`config.mk`:
```
export PLATFORM = sky130hd
export DESIGN_NAME = multicycle_ctrl_flat
export DESIGN_NICKNAME = d
export VERILOG_FILES = /design/src/rtl/multicycle_ctrl_pkg.sv /design/src/rtl/multicycle_ctrl_if.sv /design/src/rtl/multicycle_ctrl_aludec.sv /design/src/rtl/multicycle_ctrl.sv /design/src/flat_wrapper.sv
export SDC_FILE = /design/constraint.sdc
export NUM_CORES = 1
export LEC_CHECK = 0
export BUFFER_PORTS_ARGS = -buffer_cell sky130_fd_sc_hd__buf_2
export CAP_MARGIN = 20
export CORE_UTILIZATION = 40
export DETAILED_ROUTE_END_ITERATION = 8
export PLACE_DENSITY_LB_ADDON = 0.15
export SLEW_MARGIN = 25
export SYNTH_ARGS = -nofsm -noshare
export SYNTH_HDL_FRONTEND = slang
export SYNTH_HIERARCHICAL = 1
export SYNTH_SLANG_ARGS = --single-unit
```
`constraint.sdc`:
```
create_clock -name clk -period 1.7 [get_ports clk]
set_input_delay 0.17 -clock clk [delete_from_list [all_inputs] [get_ports clk]]
set_output_delay 0.17 -clock clk [all_outputs]
set_load 0.01 [all_outputs]
```
`src/rtl/multicycle_ctrl_pkg.sv`:
```
// Shared constants for the multicycle controller:
// state encoding, opcodes, funct codes, ALU-op classes and ALU function codes.
package multicycle_ctrl_pkg;

    typedef enum logic [3:0] {
        FETCH   = 4'd0,
        DECODE  = 4'd1,
        MEMADR  = 4'd2,
        MEMRD   = 4'd3,
        MEMWB   = 4'd4,
        MEMWR   = 4'd5,
        RTYPEEX = 4'd6,
        ALUWB   = 4'd7,
        BREX    = 4'd8,
        ADDIEX  = 4'd9,
        ADDIWB  = 4'd10,
        JEX     = 4'd11
    } state_t;

    localparam logic [5:0] LW    = 6'b100011;
    localparam logic [5:0] SW    = 6'b101011;
    localparam logic [5:0] RTYPE = 6'b000000;
    localparam logic [5:0] BEQ   = 6'b000100;
    localparam logic [5:0] BNE   = 6'b000101;
    localparam logic [5:0] ADDI  = 6'b001000;
    localparam logic [5:0] J     = 6'b000010;

    localparam logic [5:0] F_ADD = 6'b100000;
    localparam logic [5:0] F_SUB = 6'b100010;
    localparam logic [5:0] F_AND = 6'b100100;
    localparam logic [5:0] F_OR  = 6'b100101;
    localparam logic [5:0] F_SLT = 6'b101010;

    localparam logic [1:0] ALUOP_ADD   = 2'b00;
    localparam logic [1:0] ALUOP_SUB   = 2'b01;
    localparam logic [1:0] ALUOP_FUNCT = 2'b10;

    localparam logic [2:0] ALU_ADD = 3'b010;
    localparam logic [2:0] ALU_SUB = 3'b110;
    localparam logic [2:0] ALU_AND = 3'b000;
    localparam logic [2:0] ALU_OR  = 3'b001;
    localparam logic [2:0] ALU_SLT = 3'b111;

endpackage

```
`src/rtl/multicycle_ctrl_if.sv`:
```
// Controller <-> datapath bundle: instruction fields and zero flag in,
// selects/enables out. master = controller side, slave = datapath side.
interface multicycle_ctrl_if;
    logic [5:0] op;
    logic [5:0] funct;
    logic       zero;
    logic       iord;
    logic       irwrite;
    logic       memwrite;
    logic       regwrite;
    logic       regdst;
    logic       memtoreg;
    logic       alusrca;
    logic [1:0] alusrcb;
    logic [1:0] pcsrc;
    logic [1:0] aluop;
    logic [2:0] alucontrol;
    logic       pcen;

    modport master (
        input  op, funct, zero,
        output iord, irwrite, memwrite, regwrite, regdst, memtoreg,
        output alusrca, alusrcb, pcsrc, aluop, alucontrol, pcen
    );

    modport slave (
        output op, funct, zero,
        input  iord, irwrite, memwrite, regwrite, regdst, memtoreg,
        input  alusrca, alusrcb, pcsrc, aluop, alucontrol, pcen
    );
endinterface

```
`src/rtl/multicycle_ctrl_aludec.sv`:
```
// aludec: combinational ALU function decode.
// Ports: aluop (class), funct (R-type field) -> alucontrol (ALU function).
module aludec
    import multicycle_ctrl_pkg::*;
(
    input  logic [1:0] aluop,
    input  logic [5:0] funct,
    output logic [2:0] alucontrol
);
    always_comb begin
        alucontrol = ALU_ADD;
        case (aluop)
            ALUOP_SUB: alucontrol = ALU_SUB;
            ALUOP_FUNCT: begin
                case (funct)
                    F_ADD:   alucontrol = ALU_ADD;
                    F_SUB:   alucontrol = ALU_SUB;
                    F_AND:   alucontrol = ALU_AND;
                    F_OR:    alucontrol = ALU_OR;
                    F_SLT:   alucontrol = ALU_SLT;
                    default: alucontrol = ALU_ADD;
                endcase
            end
            default: alucontrol = ALU_ADD;
        endcase
    end
endmodule

```
`src/rtl/multicycle_ctrl.sv`:
```
// multicycle_ctrl: Moore FSM controller for a multicycle MIPS-style datapath.
// Ports: clk, reset (async, active-low), bus (master: op/funct/zero in, controls out).
module multicycle_ctrl
    import multicycle_ctrl_pkg::*;
(
    input  logic              clk,
    input  logic              reset,
    multicycle_ctrl_if.master bus
);
    state_t     r_state;
    state_t     w_next;
    logic       r_bne;
    logic       w_pcwrite;
    logic       w_branch;
    logic       w_irwrite;
    logic       w_memwrite;
    logic       w_regwrite;
    logic [1:0] w_aluop;

    // Branch polarity is captured in DECODE so op can change in BREX.
    always_ff @(posedge clk or negedge reset) begin
        if (!reset) begin
            r_state <= FETCH;
            r_bne   <= 1'b0;
        end else begin
            r_state <= w_next;
            if (r_state == DECODE)
                r_bne <= bus.op[0];
        end
    end

    always_comb begin
        w_next = FETCH;
        unique case (r_state)
            FETCH: w_next = DECODE;
            DECODE: begin
                case (bus.op)
                    LW, SW:    w_next = MEMADR;
                    RTYPE:     w_next = RTYPEEX;
                    BEQ, BNE:  w_next = BREX;
                    ADDI:      w_next = ADDIEX;
                    J:         w_next = JEX;
                    default:   w_next = FETCH;
                endcase
            end
            MEMADR:  w_next = (bus.op == SW) ? MEMWR : MEMRD;
            MEMRD:   w_next = MEMWB;
            RTYPEEX: w_next = ALUWB;
            ADDIEX:  w_next = ADDIWB;
            default: w_next = FETCH;
        endcase
    end

    always_comb begin
        w_pcwrite    = 1'b0;
        w_branch     = 1'b0;
        w_irwrite    = 1'b0;
        w_memwrite   = 1'b0;
        w_regwrite   = 1'b0;
        w_aluop      = ALUOP_ADD;
        bus.iord     = 1'b0;
        bus.regdst   = 1'b0;
        bus.memtoreg = 1'b0;
        bus.alusrca  = 1'b0;
        bus.alusrcb  = 2'b00;
        bus.pcsrc    = 2'b00;
        unique case (r_state)
            FETCH: begin
                w_irwrite   = 1'b1;
                w_pcwrite   = 1'b1;
                bus.alusrcb = 2'b01;
            end
            DECODE: bus.alusrcb = 2'b11;
            MEMADR, ADDIEX: begin
                bus.alusrca = 1'b1;
                bus.alusrcb = 2'b10;
            end
            MEMRD: bus.iord = 1'b1;
            MEMWB: begin
                bus.memtoreg = 1'b1;
                w_regwrite   = 1'b1;
            end
            MEMWR: begin
                bus.iord   = 1'b1;
                w_memwrite = 1'b1;
            end
            RTYPEEX: begin
                bus.alusrca = 1'b1;
                w_aluop     = ALUOP_FUNCT;
            end
            ALUWB: begin
                bus.regdst = 1'b1;
                w_regwrite = 1'b1;
            end
            ADDIWB: w_regwrite = 1'b1;
            BREX: begin
                bus.alusrca = 1'b1;
                w_aluop     = ALUOP_SUB;
                bus.pcsrc   = 2'b01;
                w_branch    = 1'b1;
            end
            JEX: begin
                bus.pcsrc = 2'b10;
                w_pcwrite = 1'b1;
            end
            default: ;
        endcase
    end

    // Write enables are gated by reset so they drop without a clock edge.
    assign bus.irwrite  = reset & w_irwrite;
    assign bus.memwrite = reset & w_memwrite;
    assign bus.regwrite = reset & w_regwrite;
    assign bus.pcen     = reset &
                          (w_pcwrite | (w_branch & (bus.zero ^ r_bne)));
    assign bus.aluop    = w_aluop;

    aludec u_aludec (
        .aluop      (w_aluop),
        .funct      (bus.funct),
        .alucontrol (bus.alucontrol)
    );
endmodule
```
`src/flat_wrapper.sv`:
```
// flat-port wrapper written by rule: the top's interface ports become plain ports
module multicycle_ctrl_flat import multicycle_ctrl_pkg::*;
  (clk, reset, bus_op, bus_funct, bus_zero, bus_iord, bus_irwrite, bus_memwrite, bus_regwrite, bus_regdst, bus_memtoreg, bus_alusrca, bus_alusrcb, bus_pcsrc, bus_aluop, bus_alucontrol, bus_pcen);
  multicycle_ctrl_if bus_i ();
  input  logic clk;
  input  logic reset;
  input wire logic [$bits(bus_i.op)-1:0] bus_op;
  input wire logic [$bits(bus_i.funct)-1:0] bus_funct;
  input wire logic [$bits(bus_i.zero)-1:0] bus_zero;
  output wire logic [$bits(bus_i.iord)-1:0] bus_iord;
  output wire logic [$bits(bus_i.irwrite)-1:0] bus_irwrite;
  output wire logic [$bits(bus_i.memwrite)-1:0] bus_memwrite;
  output wire logic [$bits(bus_i.regwrite)-1:0] bus_regwrite;
  output wire logic [$bits(bus_i.regdst)-1:0] bus_regdst;
  output wire logic [$bits(bus_i.memtoreg)-1:0] bus_memtoreg;
  output wire logic [$bits(bus_i.alusrca)-1:0] bus_alusrca;
  output wire logic [$bits(bus_i.alusrcb)-1:0] bus_alusrcb;
  output wire logic [$bits(bus_i.pcsrc)-1:0] bus_pcsrc;
  output wire logic [$bits(bus_i.aluop)-1:0] bus_aluop;
  output wire logic [$bits(bus_i.alucontrol)-1:0] bus_alucontrol;
  output wire logic [$bits(bus_i.pcen)-1:0] bus_pcen;
  assign bus_i.op = bus_op;
  assign bus_i.funct = bus_funct;
  assign bus_i.zero = bus_zero;
  assign bus_iord = bus_i.iord;
  assign bus_irwrite = bus_i.irwrite;
  assign bus_memwrite = bus_i.memwrite;
  assign bus_regwrite = bus_i.regwrite;
  assign bus_regdst = bus_i.regdst;
  assign bus_memtoreg = bus_i.memtoreg;
  assign bus_alusrca = bus_i.alusrca;
  assign bus_alusrcb = bus_i.alusrcb;
  assign bus_pcsrc = bus_i.pcsrc;
  assign bus_aluop = bus_i.aluop;
  assign bus_alucontrol = bus_i.alucontrol;
  assign bus_pcen = bus_i.pcen;
  multicycle_ctrl u_core (.clk(clk), .reset(reset), .bus(bus_i));
endmodule
```
## After elaboration in Yosys (flattened, before gate mapping)

Cells that the tools add are included.

- Memories: 0
- Output and inout port bits: 17
- Bits in writable memories: 0
- Register bits: 5
- Latch bits: 0
- Bits in read-only memories: 0

- Bitwise logic cells: 7
- Add/subtract/negate cells: 0
- Magnitude comparators: 0
- Muxes and demuxes: 17
- Multiply operators: 0
- Shift operators: 0
- Reductions and logical operators: 9
- Divide/modulo/power cells: 0
- Eq/ne operators: 23

Operators by type and width:

| kind | number |
|---|---|
| 6-bit == test, second input constant | 6 |
| 4-bit case mux with 6 select lines | 1 |
| 4-bit case mux with 5 select lines | 1 |
| 4-bit by 3-bit == test with 1-bit output, second input constant | 4 |
| 4-bit == test, second input constant | 4 |
| 6-bit by 3-bit == test with 1-bit output, second input constant | 2 |
| 3-bit case mux with 4 select lines | 1 |
| 2-bit OR reduction | 5 |
| 1-bit two-way mux | 9 |
| 4-bit by 2-bit == test with 1-bit output, second input constant | 2 |
| 2-bit case mux with 2 select lines | 2 |
| 6-bit by 2-bit == test with 1-bit output, second input constant | 1 |
| 6-bit by 4-bit == test with 1-bit output, second input constant | 1 |
| 6-bit zero test | 1 |
| 2-bit case mux with 3 select lines | 1 |
| 3-bit case mux with 2 select lines | 1 |
| 1-bit bitwise AND | 5 |
| 4-bit by 1-bit == test with 1-bit output, second input constant | 1 |
| 4-bit zero test | 1 |
| 4-bit OR reduction | 1 |
| 3-bit two-way mux | 1 |
| 3-bit OR reduction | 1 |
| 2-bit by 1-bit == test with 1-bit output, second input constant | 1 |
| 2-bit == test, second input constant | 1 |
| other kinds (2) | 2 |

## Longest topological paths before layout

Gate-level depths: netlist of run 1.

- Word-level depth: 5
- Mapped depth: 6
- Depth with buffers taken out: 6

## Modules after synthesis

Netlist of run 1, hierarchy kept.

Modules (own cells, without submodules):

| module | cells an instance | area each (um^2) | sequential area each (um^2) | times used |
|---|---|---|---|---|
| multicycle_ctrl | 62 | 533.0 | 125.1 | 1 |
| aludec | 15 | 118.9 | 0.0 | 1 |

## Worst setup path before layout of run 1

OpenSTA, ideal clock, no wires.

- Kind: reg-to-output
- Start point: register u_core.r_state[1]
- End point: output port bus_alucontrol[2]
- Arrival time: 1,930 ps
- Data required time: 1,530 ps
- Stages on the path, launching flop included: 7
- Buffers on the path: 1
- Setup slack: -400 ps
- Cells stage by stage: dfrtp_1 > buf_2 > nor3_1 > inv_1 > ha_1 > nand4bb_1 > o22ai_1

- Cells in the longest elaborated chain, start to end: 4
- Elaborated cells on any way between the ends: 6
- Classes of those cells: 4 x eq/ne; 2 x mux

RTL lines:

| item | line | text |
|---|---|---|
| start: declaration | multicycle_ctrl.sv:10 | `state_t r_state;` |
| start signal: assignment | multicycle_ctrl.sv:26 | `r_state <= w_next;` |
| 4-bit == test or 4-bit by 3-bit == test with 1-bit output (tied branches) | multicycle_ctrl.sv:67 | `unique case (r_state)` |
| 2-bit case mux with 2 select lines (*) | multicycle_ctrl.sv:67 |  |
| net bus_aluop[0] | flat_wrapper.sv:19 | `output wire logic [$bits(bus_i.aluop)-1:0] bus_aluop;` |
| 2-bit == test or 2-bit by 1-bit == test with 1-bit output (tied branches) | multicycle_ctrl_aludec.sv:12 | `case (aluop)` |
| 3-bit case mux with 2 select lines (*) | multicycle_ctrl_aludec.sv:12 |  |
| end: declaration | flat_wrapper.sv:20 | `output wire logic [$bits(bus_i.alucontrol)-1:0] bus_alucontrol;` |

Mark *: on every way through the listed nets, which the timed path passes. The rest lies on a longest branch.

## Worst setup path in the final report of run 1

- Start point: register u_core.r_state[0]
- End point: output port bus_alucontrol[2]

- Cells in the longest elaborated chain, start to end: 4
- Elaborated cells on any way between the ends: 6
- Classes of those cells: 4 x eq/ne; 2 x mux

RTL lines:

| item | line |
|---|---|
| 4-bit == test or 4-bit by 3-bit == test with 1-bit output (tied branches) | multicycle_ctrl.sv:67 |
| 2-bit case mux with 2 select lines (*) | multicycle_ctrl.sv:67 |
| 2-bit == test or 2-bit by 1-bit == test with 1-bit output (tied branches) | multicycle_ctrl_aludec.sv:12 |
| 3-bit case mux with 2 select lines (*) | multicycle_ctrl_aludec.sv:12 |

Mark *: on every way between the ends. The rest lies on a longest branch, timed or not.

==> summary.md, run 1 <==
| Metric | Value |
|---|---|
| Pin count of the biggest net entering global routing | 14 |
| Routed WL per cell | 13.0 um |
| Power density over cell area | 1240 nW/um2 |
| Max Buffers Root-to-Sink | 2 |
| Vias in the first global route | 634 |
| CP max stage cell | dfrtp_1 |
| Area Growth Syn to Fin | 55.3% |
| Proportion of layout cells with a drive suffix above 1 | 55.1% |
| DR vias/cell | around 5.7 |
| Register Area | roughly 130 um2 |
| Critical path cell sequence | and4bb_2 > ha_4 > nand4bb_4 > o22ai_2 > buf_2 |
| Max-Slew Margin vs Limit | 76.0% |
| DIE WIDTH | 42.4 um |
| Largest family of logic cells by synthesized area | simple AND/OR/NAND/NOR gates |
| Drt pass-1 iters | 4 |
| First-pass GRT wire length | 2730 um |
| R2r endpoint | u_core/r_state[1] |
| H-tree Lvls | 1 |
| Post-synth ARST share | 100% |
| Pins Over Slew Limit | 0 |
| Initial antenna violation count | 0 |
| Post-synth EDFFs | 0 |
| Clock share of power | 11.1% |
| Clock Sinks | 5 |
| Tmin final | 1880 ps |
| CTS tree | yes |
| Post-Place Worst Slack | 60.7 ps |
| Synth warnings | 6 |
| Hold wc startpoint | bus_op[3] |
| Post-Syn Area per Cell | 8.47 um2 |
| Die height | ~42 um |
| CP max stage delay | 410 ps |
| Core Area | around 1500 um2 |
| Post-layout util | 67.2% |
| Synth Flop Type | dfrtp_1 |
| # nets final | about 140 |
| Synth Cell Area | 652 um2 |
| Gr usage total | 20.2% |
| I/O pins | 32 |
| Simple-gate area share of the yosys netlist | a little over two fifths |
| Worst-path clk slew | around 40 ps |
| Adder-Cell Fraction of Synth Area | under 10% |
| DR DRC count | 0 |
| CP max FO | 4 |
| Final Cycle Share | 110% |
| #FFs+latches synth | 5 |
| R2R setup slack | between 100 and 150 ps |
| Total power | 1.26 mW |
| Gate Count Post-Synth | 77 |
| Status | finished with violations |
| Initial Util | about 43% |
| Sequential area share after synthesis | 19.2% |
| Complex-gate fraction of the synthesized area | 18.2% |
| Clock latency on the worst-skew pair | roughly 240 ps |
| Multi-input combinational cell area | roughly 560 um2 |
| Hpwl dp | approximately 1300 um |
| CP endpoint kind | output pin |
| IO Port Bufs | 31 |
| Mapped Nets | 94 |
| RSZ-0062 raised after global routing | yes |
| Sw power | 544 uW |
| VDD IR max | 0.715 mV |
| Die ar. | 1800 um2 |
| Crit start category | register |
| Post-Route WL | 1740 um |
| # rows | 14 |
| DR vias | 763 |
| WP data required | 1530 ps |
| CP endpoint | bus_alucontrol[2] |
| FILL cells | 117 |
| Leakage Power | 0.445 nW |
| Internal power | a little over 700 uW |
| RR Startpoint | u_core/r_state[1] |
| Violated checks | setup timing |
| # diodes | 0 |
| FMAX | 533 MHz |
| Final hold vios | 0 |
| Arr. time, crit path | 1710 ps |
| Antenna Nets Post-Route | 0 |
| Root buf cell | clkbuf_4 |
| Synth Area in XOR/XNOR | 5.37% |
| Setup TNS | -530 ps |
| R2R cell count | 5 |
| Final Skew | 0.381 ps |
| Sequential Power Share | 17.4% |
| GRT overflow | 0 |
| Num CTS Buffers | 3 |
| Power share of the combinational group | 71.5% |
| CP startpoint | u_core/r_state[0] |
| Sw frac | a little over two fifths |
| Crit Path Category | reg -> out |
| Hold Crit Class | in -> reg |
| Final setup fails | 5 |
| Initial DRC Count | 14 |
| GP Congestion | roughly 0.80 |
| Yosys cell types | 37 |
| Mux cell area share after synthesis | 1.73% |
| Fin worst setup slack | -177 ps |
| Max-Cap Viols | 0 |
| Worst-Margin Slew | 359 ps |
[layout make-up]
type	instances	area share (%)
multi-input cells	61	55.0
repair buffers	42	25.7
flip-flops and latches	5	12.5
clock buffers	4	2.60
inverters	6	2.22
well taps	16	1.98
[cells by family (layout without fill, tap and decap cells)]
kind of cell,count (synthesis),in the layout
compound gates,17,17
xor+xnor,4,4
flops,5,5
simple gates,37,37
fa+ha+maj,2,2
mux,1,1
buf+inv,11,52
[cell usage in the layout, fill, tap and decap left out, types with 2 or more instances in the layout]
| master | count |
|---|---|
| a211oi_1 | 2 |
| a21oi_1 | 2 |
| a21oi_2 | 3 |
| a31oi_1 | 2 |
| and3_1 | 2 |
| buf_2 | 31 |
| buf_4 | 8 |
| clkbuf_4 | 3 |
| dfrtp_1 | 4 |
| inv_1 | 5 |
| nand2_1 | 2 |
| nand2b_1 | 2 |
| nand3_1 | 3 |
| nor2_1 | 6 |
| nor3_1 | 4 |
| nor4b_2 | 2 |
| or3b_1 | 2 |
| xor2_1 | 3 |
[state kept, by name, summed over array words and instances, names as in the netlist]
signal / cells
u_core/r_bne: 1
u_core/r_state: 4
[power groups by stage]
stage,clock [mW],combinational [mW],sequential [mW]
after global placement,0,0.714,0.211
after floorplan,0,0.508,0.218
final,0.139,0.897,0.219
after global routing,0.157,0.963,0.226
after detailed placement,0,0.726,0.213
after CTS,0.147,0.736,0.213
[layer usage]
metal	wire (um)	up-vias	track usage (%)	part of all wire [%]
met2	864	27	31.1	50
met3	68	4	1.72	3.9
li1	-	374	-	-
met5	0	-	0	0
met4	35	0	13.1	2.0
met1	772	358	27.0	44
[metrics by stage]
stage / std cells / cell area [um2] / hold WS (ps)
2_1_floorplan: 77 / 709 / -126
3_3_place_gp: 124 / 888 / 8.12
3_5_place_dp: 124 / 888 / 14.7
4_1_cts: 130 / 935 / 185
5_1_grt: 134 / 1010 / 189
6_report: 134 / 1010 / 198
[critical path, delay by kind of cell (launching register included)]
kind / cells / cell delay (ps)
and+or+nand+nor: 2 / 580
buffers and inverters: 1 / 150
DFF: 1 / 410
adders and majority gates: 1 / 220
AOI/OAI and AO/OA: 1 / 100
[how the worst min path moves through the flow]
stage	to	slack, ps	depth (start not counted)
global route	u_core/r_state[1]	190	2
global placement	u_core/r_bne	8	1
CTS	u_core/r_state[1]	180	2
finish	u_core/r_state[1]	200	2
floorplan	u_core/r_bne	-130	0
detailed placement	u_core/r_bne	10	1
[repair_timing]
action | in CTS | in global routing
endpoints found under the setup margin | 6 | 8
resized for setup | 1 | 10
setup buffers | 1 | 5
pin swaps | 3 | 2
hold endpoints to repair | 5 | 0
cloned | 0 | 0
hold buffers | 1 | 0
[cell usage after synthesis, types with 2 or more instances]
library cell  number  share of area, %
dfrtp_1            5                19
nor2_1             7               4.0
and3_1             2               1.9
or3b_1             2               2.7
inv_1              6               3.5
a21oi_1            5               3.8
xor2_1             3               4.0
nor3_1             5               3.8
o21ai_0            2               1.5
nand3_1            3               2.3
buf_2              3               2.3
ha_1               2               3.8
nand2b_1           3               2.9
nor4b_1            2               2.7
a31oi_1            2               1.9
nand2_1            2               1.2
a211oi_1           2               2.3
nand4bb_1          2               3.5
No activity file was read; power rests on OpenSTA's default activity.
==> inputs of run 2 (changes only) <==
Settings changed: CORE_MARGIN set to 2, GPL_ROUTABILITY_DRIVEN set to 0.
==> run 2 against run 1 <==
Compared with the run above:
- the flow still finishes with violations (setup timing)
- first-iteration DRC count up 7.1%
- setup slack worse by 8.6 ps
- critical path depth unchanged
- count of clock-buffer cells in the layout unchanged
- wire length down 6.0%
- final cell count up 0.75%
- clock skew about the same
- hold slack worse by 12 ps
- fmax down 0.46%
- combinational power down 2.9%
- clock power about the same
- critical endpoint unchanged
- largest power group unchanged
==> summary.md, run 2 (synthesis results as in run 1) <==
| Metric | Value |
|---|---|
| Status | finished with violations |
| Violated checks | setup timing |
| CTS tree | yes |
| Final setup fails | 4 (-1) |
| Proportion of layout cells with a drive suffix above 1 | 54.6% (-0.46 points) |
| First-pass GRT wire length | 2560 um (-6.3%) |
| Vias in the first global route | 602 (-5.0%) |
| Pins Over Slew Limit | 0 (unchanged) |
| Root buf cell | clkbuf_4 |
| Hold Crit Class | in -> reg |
| FILL cells | 137 (+17%) |
| Max-Slew Margin vs Limit | 77.6% (+1.6 points) |
| Fin worst setup slack | -185 ps (-8.65 ps) |
| CP top delay family | simple AND/OR/NAND/NOR gates |
| Biggest regs | u_core/r_state: 4 flops, u_core/r_bne: 1 flops |
| # diodes | 0 (unchanged) |
| Final Skew | 0.400 ps (+0.0188 ps) |
| Leakage Power | 0.447 nW (+0.38%) |
| Worst-Margin Slew | 335 ps (-23.4 ps) |
| Area Growth Syn to Fin | 55.1% |
| Crit start category | register |
| Total power | 1.23 mW (-2.0%) |
| Initial antenna violation count | 0 (unchanged) |
| CP max stage cell | dfrtp_2 |
| Arr. time, crit path | 1720 ps (about the same) |
| # rows | 14 (unchanged) |
| Num CTS Buffers | 3 (unchanged) |
| Final hold vios | 0 (unchanged) |
| VDD IR max | 0.625 mV (-13%) |
| Power density over cell area | 1220 nW/um2 (-1.9%) |
| RSZ-0062 raised after global routing | yes |
| Die ar. | 1970 um2 (+9.7%) |
| DIE WIDTH | 44.4 um (+4.7%) |
| Final cell count without fillers | 135 (+0.75%) |
| Worst Path Buf+Inv | 1 (unchanged) |
| Most frequent cells in the layout | 30 x buf_2, 7 x nor2_1, 6 x buf_4 |
| Placed insts | 126 (+1.6%) |
| FMAX | 530 MHz (-0.46%) |
| Die height | 44.4 um (+4.7%) |
| Initial DRC Count | 15 (+1) |
| Clock latency on the worst-skew pair | 240 ps (about the same) |
| DR vias | 742 (-2.8%) |
| Design Area, Final | 1010 um2 (-0.12%) |
| Max-Cap Viols | 0 (unchanged) |
| Crit Path Category | reg -> out |
| I/O pins | 32 (unchanged) |
| Hold Slack | 186 ps (-12.4 ps) |
| Post-Route WL | 1640 um (-6.0%) |
| Final Cycle Share | 111% (+0.51 points) |
| DR DRC count | 0 (unchanged) |
| Core Area | 1520 um2 (+1.2%) |
| Critical path cell sequence | and4bb_2 > ha_4 > nand4bb_4 > o22ai_2 > buf_2 |
| Max Buffers Root-to-Sink | 2 (unchanged) |
| Antenna Nets Post-Route | 0 (unchanged) |
| Largest Register | u_core/r_state |
| Clock Sinks | 5 (unchanged) |
| Routed WL per cell | 12.1 um (-6.7%) |
| IO Port Bufs | 31 (unchanged) |
| H-tree Lvls | 1 (unchanged) |
| Initial Util | 42.8% (-0.50 points) |
| # nets final | 137 (+0.74%) |
| Tmin final | 1890 ps (+8.65 ps) |
| Worst-path clk slew | 40 ps (about the same) |
| Max reg flops | 4 (unchanged) |
| CP endpoint kind | output pin |
| Post-layout util | 66.3% (-0.85 points) |
| Hpwl dp | 1290 um (+1.1%) |
| Pin count of the biggest net entering global routing | 14 (unchanged) |
| GRT overflow | 0 (unchanged) |
| Placed cell area | 903 um2 (+1.7%) |
| Commonest non-fill, non-tap cell in the layout | buf_2 |
| Drt pass-1 iters | 4 (unchanged) |
| Setup TNS | -512 ps (+17.3 ps) |
| Gr usage total | 17.7% (-2.5 points) |
| CP max FO | 4 (unchanged) |
| CP max stage delay | 430 ps (+20 ps) |
| DR vias/cell | 5.50 (-3.5%) |
| Post-Place Worst Slack | 56.0 ps (-4.67 ps) |
| R2R setup slack | 110 ps (-30 ps) |
| WP data required | 1530 ps (about the same) |
==> run 2: repair_timing <==
| action | in CTS | in global routing |
|---|---|---|
| hold buffers | 1 | 0 |
| endpoints found under the hold margin | 5 | 0 |
| setup buffers | 2 | 3 |
| resized for setup | 5 | 10 |
| pin swaps | 4 | 4 |
| setup endpoints to repair | 6 | 8 |
==> run 2: layer usage <==
| metal | part of all wire (%) | wire [um] | track usage [%] | vias to the layer above |
|---|---|---|---|---|
| li1 | - | - | - | 373 |
| met1 | 43 | 710 | 23.3 | 341 |
| met2 | 50 | 822 | 28.2 | 26 |
| met3 | 5.1 | 83 | 1.22 | 2 |
| met4 | 1.2 | 19 | 10.9 | 0 |
| met5 | 0 | 0 | 0 | - |
==> run 2: layout make-up <==
class	count	area, um2	share of cell area [%]
Sequential cell	5	128	12.6
Multi-Input combinational cell	61	539	53.3
Tap cell	16	20.0	1.98
Timing Repair Buffer	43	273	27.0
Clock buffer	4	26.3	2.60
Inverter	6	25.0	2.48
==> run 2: final timing paths <==
path	start	to	cells past startpoint
max in group asynchronous	reset	u_core/r_state[1]	2
max	u_core/r_state[3]	bus_alucontrol[2]	5
min reg2reg	u_core/r_bne	u_core/r_bne	1
min in group asynchronous	reset	u_core/r_bne	2
min	bus_op[3]	u_core/r_state[1]	2
max reg2reg	u_core/r_state[1]	u_core/r_bne	4
==> run 2: where the power goes <==
part,total (mW),switching [mW],internal [mW]
sequential,0.221,0.0523,0.168
clock,0.139,0.0503,0.0888
combinational,0.871,0.416,0.454
==> run 2: worst register-to-register path, cell delays in order (launching register included) <==
cell	delay, ps
dfrtp_2	440
buf_6	150
buf_4	140
nor4b_4	370
mux2_2	370
==> inputs of run 3 (changes only) <==
Settings changed: ABC_AREA set to 1, SYNTH_HIERARCHICAL 1 to not set.
==> run 3 against run 2 <==
Compared with the run above:
- the flow now finishes without violations
- sequential power increased by 7%
- global-route usage increased by 2.3 points
- utilization decreased by 1.7 points
- synthesized cell count increased by 57%
- final cell count increased by 33%
- synthesized area increased by 2.1%
- via count increased by 17%
- power decreased by 12%
- final area decreased by 1.5%
- fmax increased by 12%
- die area increased by 1.9%
- critical path type unchanged
- largest power group unchanged
==> summary.md, run 3 <==
| Metric | Value |
|---|---|
| Status | completed |
| Final Skew | 2.72 ps (+2.32 ps) |
| Die ar. | 2010 um2 (+1.9%) |
| Die height | 44.8 um (+0.96%) |
| R2R setup slack | 430 ps (+320 ps) |
| Worst-Margin Slew | 175 ps (-160 ps) |
| Largest Register | u_core.r_state |
| Design Area, Final | 996 um2 (-1.5%) |
| Clock Sinks | 5 (unchanged) |
| DRT met1 WL | 725 um (+2.1%) |
| Crit Path Category | reg -> out |
| CP endpoint kind | output pin |
| Setup TNS | 0 ps (+512 ps) |
| DR vias | 866 (+17%) |
| Commonest cells post-synth | 31 x nand2_1, 23 x nor2_1, 22 x inv_1 |
| Fin worst setup slack | 22.3 ps (+208 ps) |
| Drt pass-1 iters | 4 (unchanged) |
| RSZ-0062 raised after global routing | yes |
| H-tree Lvls | 1 (unchanged) |
| Yosys top cell area share | 18.8% (-0.40 points) |
| Post-Syn Area per Cell | 5.50 um2 (-35%) |
| Post-synth top area cell | dfrtp_1 |
| # rows | 14 (unchanged) |
| Max-Cap Viols | 0 (unchanged) |
| Count leader, synth | nand2_1 |
| Post-Route WL | 1800 um (+10%) |
| Biggest regs | u_core.r_state: 4 flops, u_core.r_bne: 1 flops |
| Worst Path Buf+Inv | 2 (+1) |
| Post-Place Worst Slack | 155 ps (+99.4 ps) |
| Yosys cell types | 16 (-57%) |
| Leakage Power | 0.631 nW (+41%) |
| DR vias/cell | 4.81 (-12%) |
| DR DRC count | 0 (unchanged) |
| Synth warnings | 0 (-6) |
| Vias in the first global route | 794 (+32%) |
| Post-synth EDFFs | 0 (unchanged) |
| Root buf cell | clkbuf_4 |
| IO Port Bufs | 31 (unchanged) |
| Hold Crit Class | in -> reg |
| Most frequent cells in the layout | 31 x buf_2, 28 x nand2_1, 23 x nor2_1, 21 x inv_1, 13 x nand3_1 |
| Final hold vios | 0 (unchanged) |
| I/O pins | 32 (unchanged) |
| CP max FO | 5 (+1) |
| Post-synth ARST share | 100% (unchanged) |
| Synth Flop Type | dfrtp_1 |
| WP data required | 1530 ps (about the same) |
| Pin count of the biggest net entering global routing | 8 (-6) |
| Final setup fails | 0 (-4) |
| Clock latency on the worst-skew pair | 250 ps (about the same) |
| Proportion of layout cells with a drive suffix above 1 | 41.5% (-13 points) |
| Max reg flops | 4 (unchanged) |
| Top layer in use | met4 |
| Power density over cell area | 1090 nW/um2 (-11%) |
| #FFs+latches synth | 5 (unchanged) |
| Placed cell area | 833 um2 (-7.8%) |
| Initial antenna violation count | 0 (unchanged) |
| Gr usage total | 20.0% (+2.3 points) |
| FMAX | 596 MHz (+12%) |
| # diodes | 0 (unchanged) |
| Final Cycle Share | 98.7% (-12 points) |
| CP top delay family | flip-flops |
| Hpwl dp | 1400 um (+8.5%) |
| Sequential area share after synthesis | 18.8% (-0.40 points) |
| Mapped Nets | 139 (+48%) |
| Tmin final | 1680 ps (-208 ps) |
| Routed WL per cell | 10.0 um (-17%) |
| Num CTS Buffers | 3 (unchanged) |
| Max-Slew Margin vs Limit | 88.3% (+11 points) |
| Initial DRC Count | 17 (+2) |
| Arr. time, crit path | 1510 ps (-210 ps) |
| CP max stage delay | 450 ps (+20 ps) |
| DIE WIDTH | 44.8 um (+0.96%) |
| Met3 wire length | 93 um (+12%) |
| Antenna Nets Post-Route | 0 (unchanged) |
| # nets final | 183 (+34%) |
| Hold Slack | 169 ps (-16.8 ps) |
| Area Growth Syn to Fin | 49.6% |
| Post-layout util | 64.6% (-1.7 points) |
| Max Buffers Root-to-Sink | 2 (unchanged) |
| Crit start category | register |
| Worst-path clk slew | 40 ps (about the same) |
| Commonest non-fill, non-tap cell in the layout | buf_2 |
| GRT overflow | 0 (unchanged) |
| First-pass GRT wire length | 3000 um (+17%) |
| CTS tree | yes |
| Synth Cell Area | 666 um2 (+2.1%) |
| VDD IR max | 0.408 mV (-35%) |
| Routed wire length on met2 | 922 um (+12%) |
| Core Area | 1540 um2 (+1.1%) |
| Initial Util | 43.2% (+0.41 points) |
| Gate Count Post-Synth | 121 (+57%) |
| Pins Over Slew Limit | 0 (unchanged) |
| Critical path cell sequence | nor2_4 > nand2_4 > inv_4 > ha_4 > nand3_2 > a21oi_2 > buf_2 |
| CP max stage cell | dfrtp_2 |
| Largest cells by area after synthesis | dfrtp_1 19%, nand2_1 17%, nor2_1 13%, inv_1 12%, nand3_1 11% |
[run 3: cell count changes after synthesis, sizes merged, moves of 3 or more]
cell     delta
nand2      +31
nor2       +23
inv        +21
nand3      +11
nor3        -5
buf         -4
nor4b       -4
nand2b      -3
nand4bb     -3
[run 3: logic make-up after synthesis]
family,after synthesis,synth area share [%]
AO/OA/AOI/OAI,7,5.45
XOR/XNOR,1,1.32
adder cells (fa/ha/maj),3,5.64
buffers and inverters,28,16.4
flip-flops,5,18.8
AND/OR/NAND/NOR,77,52.4
[run 3: tightest hold or removal path, cell delays in order]
cell and delay [ps]:
buf_2 110, nand2_1 50, o21ai_0 50
[run 3: worst paths after layout]
kind,from,endpoint,depth (start not counted)
setup / recovery,u_core.r_state[0],bus_alucontrol[2],7
hold reg to reg,u_core.r_bne,u_core.r_bne,2
setup reg to reg,u_core.r_state[2],u_core.r_state[0],6
min in group asynchronous,reset,u_core.r_state[0],2
hold / removal,bus_op[0],u_core.r_bne,3
max in group asynchronous,reset,u_core.r_state[2],2
[run 3: per-layer routing]
layer  track usage [%]  vias to the layer above
met4              12.4                        0
li1                  -                      445
met2              37.1                       35
met3              2.40                        7
met1              21.3                      379
met5                 0                        -
[run 3: per-stage QoR]
step | instances | power (mW)
5_1_grt | 180 | 1.18
2_1_floorplan | 121 | 0.630
6_report | 180 | 1.08
3_5_place_dp | 167 | 0.813
4_1_cts | 179 | 1.07
3_3_place_gp | 167 | 0.802
[run 3: timing repair]
action                     in CTS  in global routing
hold endpoints to repair        5                  0
gates cloned                    0                  0
setup endpoints to repair       3                  4
gates resized for setup        10                  7
pin swaps                       6                  9
hold buffers                    1                  0
buffers inserted                7                  2
[run 3: final cells by class]
type	instances	area (um2)
flip-flops and latches	5	129
repair buffers	40	225
inverters	27	104
well taps	16	20.0
multi-input cells	88	492
clock buffers	4	26.3
fillers	161	546
[run 3: power by group]
group	total, mW	switching [mW]	leakage [nW]	internal [mW]
logic	0.706	0.420	0.555	0.286
registers	0.236	0.0656	0.0610	0.170
clock network	0.140	0.0512	0.0150	0.0889
total	1.08	0.537	0.631	0.545
